==> src/rtl/descrambler_lock_ctrl.sv <==
// -----------------------------------------------------------------------------
// descrambler_lock_ctrl
//
// Per-lane lock controller for the 256-bit (4x64b) self-synchronising
// descrambler in the 25G PCS receive path. It sequences the descrambler
// enable, waits for the descrambler state to fill, qualifies a run of clean
// words before declaring lock, and then monitors the error rate in fixed
// windows while locked. A high error rate or a software request forces a
// relock: the descrambler is disabled for a flush period and then re-seeded.
//
// Optional feature: define DESCR_LOCK_STATS_EN to add the saturating
// statistics outputs out_lock_loss_cnt and out_err_total.
//
// Ports:
//   clk                in   core clock
//   reset_n            in   synchronous active-low reset
//   in_txdata_valid    in   word-valid from the descrambler
//   in_txdata_error    in   word-error from the descrambler (qualified by valid)
//   in_idle            in   lane idle; freezes all word counters while high
//   in_force_relock    in   single-cycle software relock request
//   out_enable         out  enable to the descrambler
//   out_locked         out  lane locked (consumed by deskew/alignment)
//   out_hi_ber         out  high error rate flag, sticky until next lock
//   out_relock_pulse   out  one-cycle pulse on every entry to FLUSH
//   out_state          out  encoded FSM state
//                           (FLUSH=0 SEED=1 CHECK=2 LOCKED=3 HI_BER=4)
//   out_win_err        out  errored words in the current window, saturating
//   out_lock_loss_cnt  out  [DESCR_LOCK_STATS_EN] LOCKED exits to HI_BER/FLUSH
//   out_err_total      out  [DESCR_LOCK_STATS_EN] errored words outside FLUSH
// -----------------------------------------------------------------------------
module descrambler_lock_ctrl #(
  parameter int SEED_WORDS = 2,
  parameter int GOOD_WORDS = 8,
  parameter int WIN_LEN    = 64,
  parameter int BER_THRESH = 4,
  parameter int FLUSH_CYC  = 16
) (
  input  logic       clk,
  input  logic       reset_n,
  input  logic       in_txdata_valid,
  input  logic       in_txdata_error,
  input  logic       in_idle,
  input  logic       in_force_relock,
  output logic       out_enable,
  output logic       out_locked,
  output logic       out_hi_ber,
  output logic       out_relock_pulse,
  output logic [2:0] out_state,
  output logic [7:0] out_win_err
`ifdef DESCR_LOCK_STATS_EN
  ,
  output logic [15:0] out_lock_loss_cnt,
  output logic [31:0] out_err_total
`endif
);

  // One word counter is shared by SEED (fill count), CHECK (good-run count)
  // and LOCKED (window position), so it is sized for the largest of the three.
  localparam int MAX_SG    = (SEED_WORDS > GOOD_WORDS) ? SEED_WORDS : GOOD_WORDS;
  localparam int MAX_WORDS = (MAX_SG > WIN_LEN) ? MAX_SG : WIN_LEN;
  localparam int WC_W      = $clog2(MAX_WORDS + 1);
  localparam int FC_W      = $clog2(FLUSH_CYC + 1);

  typedef enum logic [2:0] {
    ST_FLUSH  = 3'd0,
    ST_SEED   = 3'd1,
    ST_CHECK  = 3'd2,
    ST_LOCKED = 3'd3,
    ST_HI_BER = 3'd4
  } state_t;

  state_t          r_state;
  logic [FC_W-1:0] r_flush_cnt;
  logic [WC_W-1:0] r_word_cnt;
  logic [7:0]      r_win_err;
  logic            r_enable;
  logic            r_locked;
  logic            r_hi_ber;
  logic            r_relock_pulse;

  logic            w_word;
  logic            w_err_word;
  logic            w_force;
  logic            w_flush_done;
  logic            w_seed_last;
  logic            w_good_last;
  logic            w_win_last;
  logic            w_ber_trip;
  logic [7:0]      w_win_err_inc;

  // A word is a valid beat while the lane is not idle; idle beats and
  // errors on invalid beats never touch the word counters.
  assign w_word     = in_txdata_valid & ~in_idle;
  assign w_err_word = w_word & in_txdata_error;

  // A relock request in FLUSH only restarts the flush timer, so it is not
  // treated as a fresh entry (no pulse).
  assign w_force = in_force_relock & (r_state != ST_FLUSH);

  assign w_flush_done = (r_flush_cnt == FC_W'(FLUSH_CYC - 1));
  assign w_seed_last  = (r_word_cnt == WC_W'(SEED_WORDS - 1));
  assign w_good_last  = (r_word_cnt == WC_W'(GOOD_WORDS - 1));
  assign w_win_last   = (r_word_cnt == WC_W'(WIN_LEN - 1));

  assign w_win_err_inc = (r_win_err == 8'hFF) ? r_win_err : (r_win_err + 8'd1);

  // The current word's error is added to the running window count before
  // the threshold compare, so the trip happens on the offending word itself,
  // even when that word also closes the window.
  assign w_ber_trip = (r_state == ST_LOCKED) & w_err_word &
                      (({1'b0, r_win_err} + 9'd1) >= 9'(BER_THRESH));

  // Main lock FSM. All outputs are registered here so that each one changes
  // exactly one clock after the input edge that caused it. A forced relock is
  // checked first because it overrides every other transition, including the
  // BER trip in LOCKED and the one-cycle HI_BER exit.
  always_ff @(posedge clk) begin
    if (!reset_n) begin
      r_state        <= ST_FLUSH;
      r_flush_cnt    <= '0;
      r_word_cnt     <= '0;
      r_win_err      <= '0;
      r_enable       <= 1'b0;
      r_locked       <= 1'b0;
      r_hi_ber       <= 1'b0;
      r_relock_pulse <= 1'b0;
    end else begin
      r_relock_pulse <= 1'b0;
      if (w_force) begin
        r_state        <= ST_FLUSH;
        r_flush_cnt    <= '0;
        r_word_cnt     <= '0;
        r_win_err      <= '0;
        r_enable       <= 1'b0;
        r_locked       <= 1'b0;
        r_relock_pulse <= 1'b1;
      end else begin
        case (r_state)
          ST_FLUSH: begin
            // The flush timer runs on clock cycles, not words, so it keeps
            // counting through idle.
            if (in_force_relock) begin
              r_flush_cnt <= '0;
            end else if (w_flush_done) begin
              r_state     <= ST_SEED;
              r_enable    <= 1'b1;
              r_flush_cnt <= '0;
              r_word_cnt  <= '0;
            end else begin
              r_flush_cnt <= r_flush_cnt + FC_W'(1);
            end
          end

          ST_SEED: begin
            // Errors are meaningless while the descrambler state fills.
            if (w_word) begin
              if (w_seed_last) begin
                r_state    <= ST_CHECK;
                r_word_cnt <= '0;
              end else begin
                r_word_cnt <= r_word_cnt + WC_W'(1);
              end
            end
          end

          ST_CHECK: begin
            // Needs an unbroken run of clean words; any error restarts the
            // run and there is deliberately no timeout out of this state.
            if (w_word) begin
              if (in_txdata_error) begin
                r_word_cnt <= '0;
              end else if (w_good_last) begin
                r_state    <= ST_LOCKED;
                r_locked   <= 1'b1;
                r_hi_ber   <= 1'b0;
                r_word_cnt <= '0;
                r_win_err  <= '0;
              end else begin
                r_word_cnt <= r_word_cnt + WC_W'(1);
              end
            end
          end

          ST_LOCKED: begin
            // r_word_cnt is the position in the monitoring window here.
            if (w_word) begin
              if (w_ber_trip) begin
                r_state   <= ST_HI_BER;
                r_locked  <= 1'b0;
                r_hi_ber  <= 1'b1;
                r_win_err <= w_win_err_inc;
              end else if (w_win_last) begin
                r_word_cnt <= '0;
                r_win_err  <= '0;
              end else begin
                r_word_cnt <= r_word_cnt + WC_W'(1);
                if (in_txdata_error) begin
                  r_win_err <= w_win_err_inc;
                end
              end
            end
          end

          ST_HI_BER: begin
            // Single-cycle notification state; out_hi_ber stays set until
            // the lane locks again.
            r_state        <= ST_FLUSH;
            r_flush_cnt    <= '0;
            r_word_cnt     <= '0;
            r_win_err      <= '0;
            r_enable       <= 1'b0;
            r_locked       <= 1'b0;
            r_relock_pulse <= 1'b1;
          end

          default: begin
            r_state     <= ST_FLUSH;
            r_flush_cnt <= '0;
            r_word_cnt  <= '0;
            r_win_err   <= '0;
            r_enable    <= 1'b0;
            r_locked    <= 1'b0;
          end
        endcase
      end
    end
  end

  assign out_enable       = r_enable;
  assign out_locked       = r_locked;
  assign out_hi_ber       = r_hi_ber;
  assign out_relock_pulse = r_relock_pulse;
  assign out_state        = r_state;
  assign out_win_err      = r_win_err;

`ifdef DESCR_LOCK_STATS_EN
  logic [15:0] r_lock_loss_cnt;
  logic [31:0] r_err_total;
  logic        w_lock_loss;
  logic        w_err_count;

  // Any exit from LOCKED is either a BER trip or a forced relock.
  assign w_lock_loss = (r_state == ST_LOCKED) & (in_force_relock | w_ber_trip);
  assign w_err_count = w_err_word & (r_state != ST_FLUSH);

  // Statistics counters saturate rather than wrap so software never sees a
  // small value after a long error storm; only reset clears them.
  always_ff @(posedge clk) begin
    if (!reset_n) begin
      r_lock_loss_cnt <= '0;
      r_err_total     <= '0;
    end else begin
      if (w_lock_loss && (r_lock_loss_cnt != 16'hFFFF)) begin
        r_lock_loss_cnt <= r_lock_loss_cnt + 16'd1;
      end
      if (w_err_count && (r_err_total != 32'hFFFF_FFFF)) begin
        r_err_total <= r_err_total + 32'd1;
      end
    end
  end

  assign out_lock_loss_cnt = r_lock_loss_cnt;
  assign out_err_total     = r_err_total;
`endif

endmodule

==> config.mk <==
export PLATFORM = sky130hd
export DESIGN_NAME = descrambler_lock_ctrl
export DESIGN_NICKNAME = d
export VERILOG_FILES = /design/src/rtl/descrambler_lock_ctrl.sv
export SDC_FILE = /design/constraint.sdc
export NUM_CORES = 1
export LEC_CHECK = 0
export CORE_ASPECT_RATIO = 0.5
export CORE_UTILIZATION = 30
export CTS_CLUSTER_SIZE = 14
export DETAILED_ROUTE_END_ITERATION = 8
export MAX_ROUTING_LAYER = met4
export PLACE_DENSITY_LB_ADDON = 0.08
export SYNTH_ARGS = -nofsm -noshare
export SYNTH_HDL_FRONTEND = slang
export SYNTH_SLANG_ARGS = --single-unit
==> constraint.sdc <==
create_clock -name clk -period 2.2 [get_ports clk]
set_input_delay 0.55 -clock clk [delete_from_list [all_inputs] [get_ports clk]]
set_output_delay 0.55 -clock clk [all_outputs]
set_load 0.02 [all_outputs]
==> summary.md <==
| Metric | Value |
|---|---|
| Routed Antenna Nets | 0 |
| CP most frequent cell | buf_4 |
| Row count | 19 |
| PortBufs | 20 |
| Fin crit share | 96.75% |
| Max Clk Rate | 469.8 MHz |
| Critical path class | flop to flop |
| Largest net degree at the start of global routing | 15 |
| Root Driver | clkbuf_16 |
| Worst hold slack | roughly 0.44 ns |
| Initial core utilization | 31.51% |
| Fin. max-slew vios | 0 |
| Initial antenna violation count | 0 |
| Share of post-route cells with drive strength above 1 | ~26% |
| Share of the synthesized area in the top cell type | 30.84% |
| Slowest cell on the critical path | a222oi_1 |
| Synth top area cells | dfxtp_1, a21oi_1, nand2_1 |
| Worst min path class | flop to flop |
| DRC viols | 0 |
| Pre-antenna DRT Iters | 4 |
| Sequential fraction of the synthesis area | a little under a third |
| Yosys top cell by area | dfxtp_1 |
| Post-Syn Area per Cell | 8.115 um2 |
| Worst Clk Skew | 0.004136 ns |
| CP max stage delay | 0.43 ns |
| Synth async-reset ratio | 0% |
| Final Hold Viols | 0 |
| Chip Width | 110.1 um |
| Ant diodes | 0 |
| Final core occ | 42.35% |
| Fill cells | 600 |
| EDFF count, synth | 0 |
| Worst slew pin tran | around 0.41 ns |
| Element type at the critical path end | flop |
| Drt total wl | between 4000 and 5000 um |
| First-pass GRT wire length | 7935 um |
| Vias | 1711 |
| GRT Total Usage | 16.79% |
| CP Launch Type | flop |
| Clk buf depth | 2 |
| Synth Instances | 216 |
| Crit path time final | 2.129 ns |
| RSZ-0062 raised after global routing | true |
| Placed inst area | 0.002213 mm2 |
| Nets | 274 |
| Relative slew margins | 72.90% |
| P_leak | 0.8721 nW |
| IO Count | 21 |
| Post-synth net total | 227 |
| Core area | 0.005563 mm2 |
| Total Power | approximately 970 uW |
| Netlist Area Pre-Place | ~0.0018 mm2 |
| Clk slew on worst S/H paths | 0.07 ns |
| #FFs+latches synth | 27 |
| Ys Warns | 0 |
| CP arrival | 2.32 ns |
| Vias in the first global route | about 1600 |
| Max H-tree Level | 1 |
| Overflow left after global routing | 0 |
| Layout area overhead | 34.40% |
| Crit Path Max Fanout | 6 |
| CTS Buf Count | 3 |
| CP Cell Sequence | ha_4, or4_1, a222oi_1, buf_4, or2_4, buf_4, nand3_4, o31ai_2 |
| Cell Pwr Density | 412.0 mW/mm2 |
| Max cap viols | 0 |
| Synth Flop Type | dfxtp_1 |
| Clk sinks | 27 |
| Via/cell ratio | 5.107 |
| Placed wire-length estimate | about 3400 um |
| Endpoints failing setup | 0 |
| Critical Path RT | 2.39 ns |
| WL/cell | approximately 14 um |
| Status | finished, final reports clean |
| Die Span Y | around 56 um |
| RePlAce Congestion | just under 0.8 |
| CTS tree | built |
| Die ar. | 0.006171 mm2 |
| Post-route cell area | 0.002356 mm2 |
| Synth unique cells | 58 |
| Clk_lat worst skew | 0.27 ns |
| First DRT Iteration DRCs | between 70 and 80 |
| Max rail drop VDD | around 270 uV |
## per-stage QoR
stage | worst slack, ns | TNS [ns] | instances
after floorplan | 0.04285 | 0 | 216
after global placement | -0.2347 | -2.627 | 328
after detailed placement | -0.2636 | -2.913 | 328
after CTS | 0.005654 | 0 | 332
after global routing | -0.03830 | -0.07106 | 335
final | 0.07145 | 0 | 335
## per-layer routing
metal	track usage [%]	share of wire [%]	vias to the layer above
li1	-	-	894
met1	24.05	55	786
met2	24.73	42	26
met3	3.513	3.1	5
met4	2.256	0.43	0
met5	-	0	-
## layout make-up
| type | instances | area (um2) | share of cell area [%] |
|---|---|---|---|
| inverter | 6 | 22.52 | 0.9559 |
| tap | 73 | 91.34 | 3.877 |
| sequential | 27 | 546.8 | 23.21 |
| clock buffer | 4 | 78.83 | 3.346 |
| multi-input combinational | 170 | 1151 | 48.86 |
| timing repair buffer | 55 | 465.4 | 19.76 |
## cell families after synthesis
logic type	synth area share, %
and+or+nand+nor	35.19
AOI/OAI and AO/OA	22.13
buffers and inverters	5.496
muxes	2.284
xor gates and xnor gates	0.4997
adders and majority gates	3.569
DFF	30.84
## layout by cell type (no fill, tap or decap), drive strengths merged, types with 5 or more instances in the layout
cell type,instances
buf,35
dfxtp,27
nand2,24
a21oi,19
clkdlybuf4s50,19
nand3,15
nor2,13
nor3,9
a31oi,8
o21ai,8
inv,6
nand3b,6
and3,5
ha,5
## synthesized netlist by cell type (all sizes together), types with 5 or more instances
master and instances:
nand2 24, buf 6, clkbuf 7, nand3 15, nor2 13, a31oi 8, dfxtp 27, nand3b 6
o21ai 8, nor3 9, ha 5, and3 5, a21oi 19, inv 6
## flip-flops by register name (all words and copies together), names as in the netlist
| name | flops |
|---|---|
| out_enable | 1 |
| out_hi_ber | 1 |
| out_locked | 1 |
| out_relock_pulse | 1 |
| out_state | 3 |
| out_win_err | 8 |
| r_flush_cnt | 5 |
| r_word_cnt | 7 |
## final timing paths
kind,from,end,slack [ns],cells after the start
hold reg to reg,r_flush_cnt[4],r_flush_cnt[4],0.44,2
setup / recovery,out_win_err[0],r_word_cnt[6],0.07,8
setup reg to reg,out_win_err[0],r_word_cnt[6],0.07,8
hold / removal,r_flush_cnt[4],r_flush_cnt[4],0.44,2
## what timing repair did
| action | in CTS | in global routing |
|---|---|---|
| resized for setup | 0 | 11 |
| endpoints found under the setup margin | 0 | 17 |
| setup buffers | 0 | 3 |
| hold buffers | 0 | 0 |
## critical path: cells and delay by family, from the launching register on
kind,cells,cell delay (ns)
flip-flops,1,0.37
buffers and inverters,2,0.33
AND/OR/NAND/NOR,3,0.59
AO/OA/AOI/OAI,2,0.60
adder cells (fa/ha/maj),1,0.16
## power breakdown
| part | internal [mW] | switching [mW] | leakage, nW |
|---|---|---|---|
| clock network | 0.249 | 0.188 | 0.0382 |
| registers | 0.489 | 0.00166 | 0.220 |
| logic | 0.0214 | 0.0214 | 0.614 |
| total | 0.759 | 0.211 | 0.872 |
Power figures use the tool's default switching activity.
==> edit 1 (same flow settings) <==
Change the parameter `SEED_WORDS` from 2 to 1.
--- a/src/rtl/descrambler_lock_ctrl.sv
+++ b/src/rtl/descrambler_lock_ctrl.sv
@@ -29,7 +29,7 @@
 //   out_err_total      out  [DESCR_LOCK_STATS_EN] errored words outside FLUSH
 // -----------------------------------------------------------------------------
 module descrambler_lock_ctrl #(
-  parameter int SEED_WORDS = 2,
+  parameter int SEED_WORDS = 1,
   parameter int GOOD_WORDS = 8,
   parameter int WIN_LEN    = 64,
   parameter int BER_THRESH = 4,
Behaviour: same outputs for any inputs over 10 cycles, from zero or initial values and one cycle with reset_n low; that may be too few to reach the edited logic, so the function may still have changed.
==> edit 1 against the original RTL <==
Area after synthesis increased by 1.4%. Sequential cell count did not move. Worst setup slack got worse by 0.012 ns. Synthesized cell count is 9.7% higher. Clock skew rose by 0.0011 ns. Largest cell class unchanged. Wire length up 17%. Design area is 1.2% higher. Power rose by 0.47%.
==> edit 1: results (changes against the original RTL) <==
[outcome]
outcome = complete, no violations

[final_layout]
clk_share = 0.0336  ; +0.000139
inverters_excl_clock = 7  ; +1
final_cell_area_um2 = 2380  ; +1.2%
num-clock-buffers = 3  ; -1
num-nets-final = 293  ; +6.9%
antenna_cells = 0  ; unchanged
layout.sequential_cells = 27  ; unchanged
layout.buffer.nonclock.area_share = 0.201  ; +0.00297
num-fill-cells = 577  ; -3.8%
signal_buffers = 57  ; +3.6%
area.sequential_um2 = 544  ; -0.46%
proportion_of_cell_area_occupied_by_multi_input_gates = 0.488  ; about the same
final_layout_size_suffix_gt1_frac = 0.214  ; -0.0460

[setup_path]
arrival_ns = 2.34  ; +0.02 ns
critical_path_peak_fanout = 4  ; -2
crit_path_max_incr_delay_ns = 0.51  ; +0.08 ns
timing.critical_path.slowest_stage_cell = sky130_fd_sc_hd__or4_1

[min_path]
hold_path.class = register to register

[yosys]
avgSynthCellArea_um2 = 7.50  ; -7.6%
commonest_cells_post_synth = 27 x sky130_fd_sc_hd__dfxtp_1, 26 x sky130_fd_sc_hd__nand2_1, 20 x sky130_fd_sc_hd__a21oi_1
yosys-top-cells-area = sky130_fd_sc_hd__dfxtp_1 30%, sky130_fd_sc_hd__a21oi_1 5.6%, sky130_fd_sc_hd__nand2_1 5.5%
synth.yosys.seq_area_share = 0.304  ; -0.00434
synthMuxAreaShare = 0  ; -0.0228
yosys.area_share.adder = 0.0352  ; -0.000502
synth.lib_cells_used.distinct = 55  ; -5.2%
yosys.area_share.xor_xnor = 0.00493  ; -0.0000703
synth_compound_area_frac = 0.282  ; +0.0609
syn_nets = 248  ; +9.3%
ys_dominant_reg_cell = sky130_fd_sc_hd__dfxtp_1

[place]
dp_slack_ns = -0.306  ; -0.0419 ns
dpl.hpwl_um = 4050  ; +19%
place.gp.congestion = 0.857  ; +11%
post_dp_cell_area_um2 = 2260  ; +2.3%

[global_routing]
first_global_vias = 1843  ; +14%
first_pass_grt_wire_length_um = 8880  ; +12%
global_route.usage.met2 = 0.289  ; +0.0419
grt_max_degree = 16  ; +1
gr-usage-met1 = 0.241  ; +0.000382
grt_util_all_layers = 0.182  ; +0.0141

[clocking]
cts-root-to-sink-buffers = 2  ; unchanged

[sta]
max_slew.worst_pin.slew_ns = 0.426  ; +0.0194 ns
worst_clk_skew_ns = 0.00526  ; +0.00113 ns

[route]
drt_iter0_drc = 73  ; -6.4%
wirelength_um = 5400  ; +17%
total_number_of_vias = 1949  ; +14%

[power]
maximum_resistive_drop_on_vdd_mv = 0.270  ; +0.73%
leakage_nw = 0.873  ; +0.16%

## edit 1: cell count changes after synthesis, sizes merged, moves of 4 or more
cell | unedited run | this run
clkbuf | 7 | 11
a211oi | 2 | 6
nand3 | 15 | 19
nand4 | 3 | 8
a31oi | 8 | 3
o21ai | 8 | 15
nor3 | 9 | 3
mux2i | 4 | 0
## edit 1: kinds of logic (layout without fill, tap and decap cells)
group	Yosys count	after routing
simple gates	104	104
xor+xnor	1	1
fa+ha+maj	5	5
buf+inv	24	68
compound gates	76	76
flops	27	27
## edit 1: layer usage
layer | vias to the layer above | share of wire
met5 | - | 0
met1 | 940 | 0.52
li1 | 971 | -
met4 | 0 | 0.0044
met2 | 36 | 0.44
met3 | 2 | 0.032
## edit 1: final timing paths
kind	from	to	slack [ns]	cells after the start
worst max register to register	out_win_err[0]	out_hi_ber	0.14	8
worst min-delay path	out_enable	out_enable	0.46	2
worst min register to register	out_enable	out_enable	0.46	2
worst max-delay path	in_txdata_error	out_win_err[0]	0.06	7
## edit 1: what timing repair did
item                                   in CTS  in global routing
gates cloned                                0                  0
setup endpoints to repair                   7                 11
endpoints found under the hold margin       0                  0
gates resized for setup                     1                  9
pin swaps                                   0                  2
buffers inserted                            0                  1
## edit 1: worst max-delay path, delay by kind of cell
kind / cells / cell delay (ns)
and+or+nand+nor: 3 / 0.83
AOI/OAI and AO/OA: 3 / 0.54
buffers and inverters: 1 / 0.42
## edit 1: where the power goes
group / internal, mW / switching, mW / leakage, nW
combinational: 0.0244 / 0.0254 / 0.613
clock: 0.246 / 0.188 / 0.0409
sequential: 0.490 / 0.00180 / 0.219
## edit 1: through the flow
stage,instances,hold WS (ns)
floorplan,237,0.451
global placement,349,0.450
detailed placement,349,0.462
CTS,353,0.472
global route,354,0.487
finish,354,0.462
==> edit 2 (same flow settings) <==
Without the edit above. Compare `r_word_cnt` against `WC_W'(WIN_LEN - 1)` with >= in place of ==.
--- a/src/rtl/descrambler_lock_ctrl.sv
+++ b/src/rtl/descrambler_lock_ctrl.sv
@@ -100,7 +100,7 @@
   assign w_flush_done = (r_flush_cnt == FC_W'(FLUSH_CYC - 1));
   assign w_seed_last  = (r_word_cnt == WC_W'(SEED_WORDS - 1));
   assign w_good_last  = (r_word_cnt == WC_W'(GOOD_WORDS - 1));
-  assign w_win_last   = (r_word_cnt == WC_W'(WIN_LEN - 1));
+  assign w_win_last   = (r_word_cnt >= WC_W'(WIN_LEN - 1));
 
   assign w_win_err_inc = (r_win_err == 8'hFF) ? r_win_err : (r_win_err + 8'd1);
 
Check against the original RTL: same outputs for any inputs over 10 cycles, from zero or initial values and one cycle with reset_n low; that may be too few to reach the edited logic, so the function may still have changed.
==> edit 2 against the original RTL <==
Design area down 9.8%. Largest power group unchanged. Largest cell class unchanged. Power fell by 16%. Area after synthesis down 9.1%. Wire length shrank 4.5%. Sequential cell count unchanged. Worst setup slack lost 0.012 ns. Synthesized cell count shrank 5.6%. First-iteration DRC count down 18%.
==> edit 2: results (changes against the original RTL) <==
[outcome]
outcome = complete, no violations

[route]
met2WireLength_um = 1790  ; -7.2%
detail_route.wirelength.met1_um = 2390  ; -5.1%
drt_iter0_drc = 64  ; -18%
detailroute.wirelength.met3_um = 211  ; +48%
vias_per_cell = 5.20  ; +1.8%

[final_layout]
area.growth.synth_to_final_pct = 33.4
layout.buffer.nonclock.area_share = 0.197  ; -0.000266
final_cell_count_no_fill = 320  ; -4.5%
num-fill-cells = 519  ; -14%
multiInputGateArea_um2 = 1010  ; -12%

[power]
switching_share = 0.219  ; +0.00110
leakage_nw = 0.782  ; -10%
p_comb_mw = 0.0376  ; -12%
p_clk_mw = 0.288  ; -34%
maximum_resistive_drop_on_vdd_mv = 0.257  ; -4.4%

[clocking]
clkTransAtPathRegs_ns = 0.09  ; +0.02 ns

[setup_path]
arrival_ns = 2.36  ; +0.04 ns
critical_path.reg2reg.startpoint = r_word_cnt[5]
reg2reg_depth = 6  ; -2
timing.critical_path.slowest_stage_cell = sky130_fd_sc_hd__or4_4
timing.critical_path.max_delay_family = simple AND/OR/NAND/NOR gates

[place]
dpl.hpwl_um = 3290  ; -3.7%
dp_slack_ns = -0.191  ; +0.0722 ns
place.gp.congestion = 0.833  ; +8.2%
dpl.cell_count = 314  ; -4.3%

[floorplanning]
chipWidth_um = 105  ; -4.6%

[yosys]
synth.lib_cells_used.distinct = 46  ; -21%
yosys-top-cells-area = sky130_fd_sc_hd__dfxtp_1 34%, sky130_fd_sc_hd__nand2_1 5.2%, sky130_fd_sc_hd__a21oi_1 5.0%
synth.yosys.seq_area_share = 0.339  ; +0.0310

[sta]
worst_clk_skew_ns = 0.00256  ; -0.00158 ns
timing.hold.ws_ns = 0.477  ; +0.0366 ns

[min_path]
worstHoldPathCells = 1  ; -1

[global_routing]
first_global_vias = 1521  ; -5.7%
grt_util_all_layers = 0.172  ; +0.00440

-- edit 2: cell count changes in the layout (fill, tap and decap cells not counted), sizes merged, moves of 4 or more --
cell | unedited run | this run
a211oi | 2 | 8
nand3b | 6 | 1
buf | 35 | 29
nand3 | 15 | 11
a31oi | 8 | 3
-- edit 2: worst max path at each step --
stage,startpoint,to,cells past startpoint
after floorplan,r_word_cnt[4],out_win_err[3],5
after global placement,in_txdata_error,out_win_err[0],6
after detailed placement,in_txdata_error,out_win_err[0],6
after CTS,r_word_cnt[5],out_win_err[2],6
after global routing,r_word_cnt[5],out_win_err[6],7
final,r_word_cnt[5],out_win_err[2],6
-- edit 2: cells by family after synthesis --
| kind of cell | after synthesis |
|---|---|
| AND/OR/NAND/NOR | 94 |
| AO/OA/AOI/OAI | 62 |
| flip-flops | 27 |
| buffers and inverters | 13 |
| adder cells (fa/ha/maj) | 5 |
| XOR/XNOR | 2 |
| multiplexers | 1 |
